<file path="src/rtl/multicycle_control_fsm.sv">
// Multi-cycle RV32 control unit: FETCH/DECODE/EXEC/MEM/WB sequencing with a sticky illegal trap.
// Optional performance counters (retired, cycles) are compiled in with `define CTRL_PERF_CNT_EN.
module multicycle_control_fsm #(
   parameter int ALU_OP_W = 4
`ifdef CTRL_PERF_CNT_EN
   ,
   parameter int CNT_W = 32
`endif
) (
   input  logic                clk,
   input  logic                reset,
   input  logic [6:0]          inst_control,
   input  logic [9:0]          inst_alu,
   input  logic                zero_flag,
   input  logic                mem_ready,
   output logic                pc_en,
   output logic                sel,
   output logic                sel2,
   output logic                regw,
   output logic                alu_src,
   output logic                memw,
   output logic                memr,
   output logic [ALU_OP_W-1:0] alu_op,
   output logic                illegal
`ifdef CTRL_PERF_CNT_EN
   ,
   output logic [CNT_W-1:0]    retired,
   output logic [CNT_W-1:0]    cycles
`endif
);

   typedef enum logic [2:0] {
      ST_FETCH   = 3'd0,
      ST_DECODE  = 3'd1,
      ST_EXEC    = 3'd2,
      ST_MEM     = 3'd3,
      ST_WB      = 3'd4,
      ST_ILLEGAL = 3'd5
   } state_t;

   typedef enum logic [2:0] {
      CL_R   = 3'd0,
      CL_I   = 3'd1,
      CL_LW  = 3'd2,
      CL_SW  = 3'd3,
      CL_BEQ = 3'd4
   } iclass_t;

   localparam logic [6:0] OPC_R   = 7'b0110011;
   localparam logic [6:0] OPC_I   = 7'b0010011;
   localparam logic [6:0] OPC_LW  = 7'b0000011;
   localparam logic [6:0] OPC_SW  = 7'b0100011;
   localparam logic [6:0] OPC_BEQ = 7'b1100011;

   localparam logic [ALU_OP_W-1:0] OP_AND = ALU_OP_W'(4'b0000);
   localparam logic [ALU_OP_W-1:0] OP_OR  = ALU_OP_W'(4'b0001);
   localparam logic [ALU_OP_W-1:0] OP_ADD = ALU_OP_W'(4'b0010);
   localparam logic [ALU_OP_W-1:0] OP_SUB = ALU_OP_W'(4'b0110);

   state_t                state_r;
   iclass_t               cls_r;
   logic [ALU_OP_W-1:0]   op_r;
   logic                  illegal_r;
   iclass_t               dec_class_s;
   logic [ALU_OP_W-1:0]   dec_op_s;
   logic                  dec_illegal_s;

   // Instruction decoder on the live instruction fields, consumed only in DECODE
   always_comb begin
      dec_class_s   = CL_R;
      dec_op_s      = OP_ADD;
      dec_illegal_s = 1'b0;
      case (inst_control)
         OPC_R: begin
            dec_class_s = CL_R;
            case (inst_alu)
               10'b0000000_000: dec_op_s = OP_ADD;
               10'b0000000_111: dec_op_s = OP_AND;
               10'b0000000_110: dec_op_s = OP_OR;
               10'b0100000_000: dec_op_s = OP_SUB;
               default:         dec_illegal_s = 1'b1;
            endcase
         end
         OPC_I: begin
            dec_class_s = CL_I;
            case (inst_alu[2:0])
               3'b000:  dec_op_s = OP_ADD;
               3'b111:  dec_op_s = OP_AND;
               3'b110:  dec_op_s = OP_OR;
               default: dec_illegal_s = 1'b1;
            endcase
         end
         OPC_LW:  dec_class_s = CL_LW;
         OPC_SW:  dec_class_s = CL_SW;
         OPC_BEQ: begin
            dec_class_s = CL_BEQ;
            dec_op_s    = OP_SUB;
         end
         default: dec_illegal_s = 1'b1;
      endcase
   end

   // State sequencing, decode register and sticky illegal flag
   always_ff @(posedge clk or posedge reset) begin
      if (reset) begin
         state_r   <= ST_FETCH;
         cls_r     <= CL_R;
         op_r      <= {ALU_OP_W{1'b0}};
         illegal_r <= 1'b0;
      end else begin
         case (state_r)
            ST_FETCH: state_r <= ST_DECODE;
            ST_DECODE: begin
               cls_r <= dec_class_s;
               op_r  <= dec_op_s;
               if (dec_illegal_s) begin
                  state_r   <= ST_ILLEGAL;
                  illegal_r <= 1'b1;
               end else begin
                  state_r <= ST_EXEC;
               end
            end
            ST_EXEC: begin
               case (cls_r)
                  CL_R, CL_I:   state_r <= ST_WB;
                  CL_LW, CL_SW: state_r <= ST_MEM;
                  default:      state_r <= ST_FETCH;
               endcase
            end
            ST_MEM: begin
               if (mem_ready) begin
                  state_r <= (cls_r == CL_LW) ? ST_WB : ST_FETCH;
               end else begin
                  state_r <= ST_MEM;
               end
            end
            ST_WB:      state_r <= ST_FETCH;
            ST_ILLEGAL: state_r <= ST_ILLEGAL;
            default:    state_r <= ST_FETCH;
         endcase
      end
   end

   // Control outputs follow the state and decode register; the async reset of state_r
   // drops memory and register-file strobes without waiting for an edge
   always_comb begin
      pc_en   = 1'b0;
      sel     = 1'b0;
      sel2    = 1'b0;
      regw    = 1'b0;
      alu_src = 1'b0;
      memw    = 1'b0;
      memr    = 1'b0;
      alu_op  = {ALU_OP_W{1'b0}};
      case (state_r)
         ST_EXEC: begin
            alu_op  = op_r;
            alu_src = (cls_r != CL_R) && (cls_r != CL_BEQ);
            if (cls_r == CL_BEQ) begin
               pc_en = 1'b1;
               sel   = zero_flag;
            end else begin
               pc_en = 1'b0;
               sel   = 1'b0;
            end
         end
         ST_MEM: begin
            alu_op  = OP_ADD;
            alu_src = 1'b1;
            memr    = (cls_r == CL_LW);
            memw    = (cls_r == CL_SW);
            pc_en   = mem_ready && (cls_r == CL_SW);
         end
         ST_WB: begin
            alu_op  = op_r;
            alu_src = (cls_r != CL_R);
            regw    = 1'b1;
            sel2    = (cls_r == CL_LW);
            pc_en   = 1'b1;
         end
         default: begin
            pc_en = 1'b0;
         end
      endcase
   end

   assign illegal = illegal_r;

`ifdef CTRL_PERF_CNT_EN
   // Performance counters: cycles freeze once trapped, retired counts PC advances
   always_ff @(posedge clk or posedge reset) begin
      if (reset) begin
         cycles  <= {CNT_W{1'b0}};
         retired <= {CNT_W{1'b0}};
      end else begin
         if (state_r != ST_ILLEGAL) begin
            cycles <= cycles + {{(CNT_W-1){1'b0}}, 1'b1};
         end
         if (pc_en) begin
            retired <= retired + {{(CNT_W-1){1'b0}}, 1'b1};
         end
      end
   end
`endif

endmodule

</file>
<file path="config.mk">
export PLATFORM = sky130hd
export DESIGN_NAME = multicycle_control_fsm
export DESIGN_NICKNAME = d
export VERILOG_FILES = /design/src/rtl/multicycle_control_fsm.sv
export SDC_FILE = /design/constraint.sdc
export NUM_CORES = 1
export LEC_CHECK = 0
export CAP_MARGIN = 10
export CORE_MARGIN = 5
export CORE_UTILIZATION = 37
export CTS_CLUSTER_SIZE = 10
export DETAILED_ROUTE_END_ITERATION = 10
export PLACE_DENSITY_LB_ADDON = 0.05
export SYNTH_ARGS = -nofsm -noshare
export SYNTH_HDL_FRONTEND = slang
export SYNTH_SLANG_ARGS = --single-unit
</file>
<file path="constraint.sdc">
create_clock -name clk -period 1.3 [get_ports clk]
set_clock_uncertainty 0.2 [all_clocks]
set_input_delay 0.26 -clock clk [delete_from_list [all_inputs] [get_ports clk]]
set_output_delay 0.26 -clock clk [all_outputs]
set_load 0.005 [all_outputs]
</file>
# Yosys cells after proc, flatten, opt, wreduce, memory -nomap -nowiden
# Cells that the tools add are included.
totals:
  register_bits: 11
  elab_cells: 60
  input_bits: 21
classes:
  reduce_logical: 14
  eq_ne: 20
  n_mux: 22
op_table:
  columns: ["op", "count"]
  rows:
  - ["equality test 10 x 3 -> 1 bit (second input constant)", 2]
  - ["one-hot mux 3 bit (3 select lines)", 2]
  - ["equality test 3 bit (second input constant)", 5]
  - ["one-hot mux 3 bit (5 select lines)", 1]
  - ["equality test 7 x 6 -> 1 bit (second input constant)", 2]
  - ["equality test 3 x 2 -> 1 bit (second input constant)", 4]
  - ["one-hot mux 3 bit (4 select lines)", 1]
  - ["equality test 10 x 9 -> 1 bit (second input constant)", 1]
  - ["logical NOT 10 bit", 1]
  - ["logical NOT 3 bit", 3]
  - ["2-to-1 mux 1 bit", 9]
  - ["2-to-1 mux 3 bit", 3]
  - ["one-hot mux 1 bit (3 select lines)", 3]
  - ["one-hot mux 4 bit (2 select lines)", 1]
  - ["equality test 7 x 2 -> 1 bit (second input constant)", 1]
  - ["equality test 7 x 5 -> 1 bit (second input constant)", 1]
  - ["equality test 7 bit (second input constant)", 1]
  - ["equality test 3 x 1 -> 1 bit (second input constant)", 2]
  - ["one-hot mux 3 bit (2 select lines)", 1]
  - ["OR reduction 2 bit", 3]
  - ["OR reduction 3 bit", 2]
  - ["one-hot mux 2 bit (2 select lines)", 1]
  - ["OR reduction 4 bit", 1]
  - ["!= test 3 bit (second input constant)", 1]
  - ["other kinds (3)", 4]

# Logic depth before layout (Yosys ltp)
logic_depth:
  depth_word: 6
  ltp_mapped: 5
  ltp_nobuf: 4

# Worst setup path after synthesis
# OpenSTA, ideal clock, no wires.
synth_timing:
  kind: "reg2out"
  from: "reg state_r[2]"
  to: "out pc_en"
  arrival_time_ns: 1.180
  path_slack_ns: -0.340
  required_ns: 0.840
  stages_incl_launch_ff: 5
  cell_sequence: "dfrtp_1 > and2b_1 > nand2_1 > nor3_1 > a21o_1"
synth_between:
  elab_chain_len: 2
synth_rtl:
  columns: ["item", "line", "text"]
  rows:
  - ["start: declaration", "60", "state_t state_r;"]
  - ["start signal: assignment", "132", "state_r <= (cls_r == CL_LW) ? ST_WB : ST_FETCH;"]
  - ["equality test 3 bit or equality test 3 x 2 -> 1 bit (tied branches)", "155", "case (state_r)"]
  - ["one-hot mux 1 bit (3 select lines) *", "155", null]
  - ["end: declaration", "16", "output logic pc_en,"]
# Every way passes the cells marked *; elsewhere a longest branch is shown, timed or not.

# Worst setup path in the final report
layout_timing:
  from: "reg state_r[2]"
  to: "out alu_op[0]"
layout_between:
  elab_chain_len: 3
layout_rtl:
  columns: ["item", "line", "text"]
  rows:
  - ["equality test 3 bit or equality test 3 x 2 -> 1 bit (tied branches)", "155", null]
  - ["OR reduction 2 bit (no source line)", null, null]
  - ["one-hot mux 4 bit (2 select lines) *", "155", null]
  - ["end: declaration", "23", "output logic [ALU_OP_W-1:0] alu_op,"]
# Marked as above.

==> metrics.cfg <==
[clock_network]
cts.sinks = 10
clk-insertion-delay-late_ps = 270
cts_tree = yes
root_buffer = clkbuf_4
clk_pin_slew_worst_paths_ps = 70
cts_buffers = 3
cts.path.max_buffers = 2
cts_htree_levels = 1

[layout]
final_area_sq_um = 1610
final-seq-area_sq_um = 251
drive_gt1_share_pct = 60.8
multi_input_area_sq_um = 642
nFillCells = 121
instances_no_fill = 193
n_antenna_cell = 0
fin_nets = 189
area_growth_pct = 117

[worst_setup_path]
critPathCaptureType = primary output
critPathKind = flop to primary output
worstReg2RegEnd = state_r[2]
r2r_slack_ps = -440
endpoint = alu_op[0]
worstPathMaxFanout = 3
required_ps = 840
r2r-start = state_r[0]
arrival_ps = 1500
cp-start-kind = flop
worstSetupStartpoint = state_r[2]
reg2regPathDepth = 6

[grt]
grt.total_usage_pct = 21.7
grt_pass1_vias = 1036
grt_max_degree = 11
grt_pass1_wl_um = 4560
gr-total-overflow = 0
antenna_found_initial = 0

[timing]
fin_hold_ws_ps = 75.0
drv_slew = 0
period_share_pct = 151
rsz0062_at_grt = true
setup_violations = 20
fin_ws_ps = -662
hold_viol_final = 0
period_minus_slack_ps = 1960
fmax_mhz = 510

[logic_synthesis]
syn_area_per_cell_sq_um = 8.24
synth_top_family_by_area = simple AND/OR/NAND/NOR gates
synth_edf_count = 0
synthAdderAreaFrac_pct = 0
ys_seq_area_share_pct = 33.7
synth_compound_area_share_pct = 23.4
synth_common_cells = nand2_1, dfrtp_1, inv_1
syn_nets = 111
synth_most_common_cell = nand2_1
synth_top_area_share_pct = 33.7
muxShareOfSynthArea_pct = 2.70
synth_cell_type_count = 46
yosysTopAreaCell = dfrtp_1
synthCells = 90
ys_async_sr_fraction_pct = 100
yosysWarnings = 0
ys.flop_type = dfrtp_1
netlist_area_sq_um = 742
synth.area.top_cells = dfrtp_1, nand2_1, inv_1, nand3_1, nor4_4
yosys_register_bits = 10
synth_xor_area_share_pct = 1.18
yosys.area_share.simple_pct = 32.0

[placement]
pre_cts_slack_ps = -721
io_buffers = 31
place_area_sq_um = 1320
post-place-cells = 176
dp.final_hpwl_um = 1800
place.gp.congestion = 0.743

[power]
ir_drop_uv = 660
power_leakage_uw = 0.000742
p_per_area_nw_per_um2 = 1000

[detailed_routing]
drt-pass1-iter-count = 4
drtIter0Drc = 15
ant_nets = 0
drc = 0
avgRoutedWirePerCell_um = 16.3
vias = 1019
vias_per_cell = 5.28
finalWirelength_um = 3150

[hold_path]
hp-class = input pin to async pin

[floorplanning]
die_h_um = 54.8
pin_count = 33
die_width_um = 54.8
coreArea_sq_um = 1940
dieArea_sq_um = 3000
std_cell_rows = 16
initial_core_util_pct = 38.2

[outcome]
violations = negative setup slack
status = finished with violations

[job]
maxCapViolCount = 0

[kinds of logic (layout without fill, tap and decap cells)]
group | count (synthesis) | in the layout
buffers and inverters | 11 | 87
xor gates and xnor gates | 1 | 1
muxes | 2 | 2
DFF | 10 | 10
and+or+nand+nor | 41 | 41
AOI/OAI and AO/OA | 24 | 24
other | 1 | 1
[report_power, final]
group	total [uW]	switching (uW)	internal, uW
Sequential	385	39.0	346
Clock	223	116	107
Combinational	1010	461	545
[through the flow]
stage / utilization [%] / setup TNS (ps) / power (uW)
after global routing: 82.7 / -9360 / 1690
final: 82.7 / -8520 / 1610
after global placement: 68.0 / -11430 / 969
after detailed placement: 68.0 / -11760 / 981
after floorplan: - / -1800 / 617
after CTS: 78.9 / -7960 / 1470
[how the worst min path moves through the flow]
stage | startpoint | end | slack, ps | cells after the start
after floorplan | reset | cls_r[0] | -100 | 1
after global placement | illegal | illegal | 280 | 1
after detailed placement | illegal | illegal | 280 | 1
after CTS | reset | illegal | 90 | 2
after global routing | reset | cls_r[0] | 130 | 2
final | reset | illegal | 80 | 2
[sequential cells by signal (all words and copies together) (netlist names)]
signal / flops
state_r: 3
cls_r: 3
illegal: 1
op_r: 3
[cell usage in the layout, fill, tap and decap left out, drive strengths merged, types with 2 or more instances in the layout]
cell type	count
clkdlybuf4s50	3
nand2	11
dfrtp	10
clkdlybuf4s15	2
and2	2
nand2b	2
o31ai	2
a211oi	2
nor3	4
a21oi	4
dlygate4sd2	11
buf	60
o21ai	5
mux2i	2
nor2	4
inv	8
nor4	2
nand3	5
clkbuf	3
[worst max-delay path: stages (launching register included)]
cell and delay (ps):
dfrtp_1 380, and2b_2 290, buf_6 120, inv_2 30, a21oi_2 110, and2_1 160, buf_2 140
[per-layer routing]
metal	part of all wire (%)	global-route usage, %
met5	0	0
met4	4.8	10.8
met3	7.0	3.54
met2	52	39.6
met1	36	23.7
[cell type report]
| type | instances | share of cell area [%] |
|---|---|---|
| Clock buffer | 3 | 1.40 |
| Inverter | 8 | 2.18 |
| Multi-Input combinational cell | 69 | 40.0 |
| Sequential cell | 10 | 15.7 |
| Tap cell | 27 | 2.10 |
| Timing Repair Buffer | 76 | 38.7 |
[repair_timing]
item,CTS,global route
hold buffers,0,0
setup endpoints to repair,21,20
endpoints found under the hold margin,0,0
setup buffers,12,5
pin swaps,23,9
gates resized for setup,120,14
No activity file was read; power rests on OpenSTA's default activity.
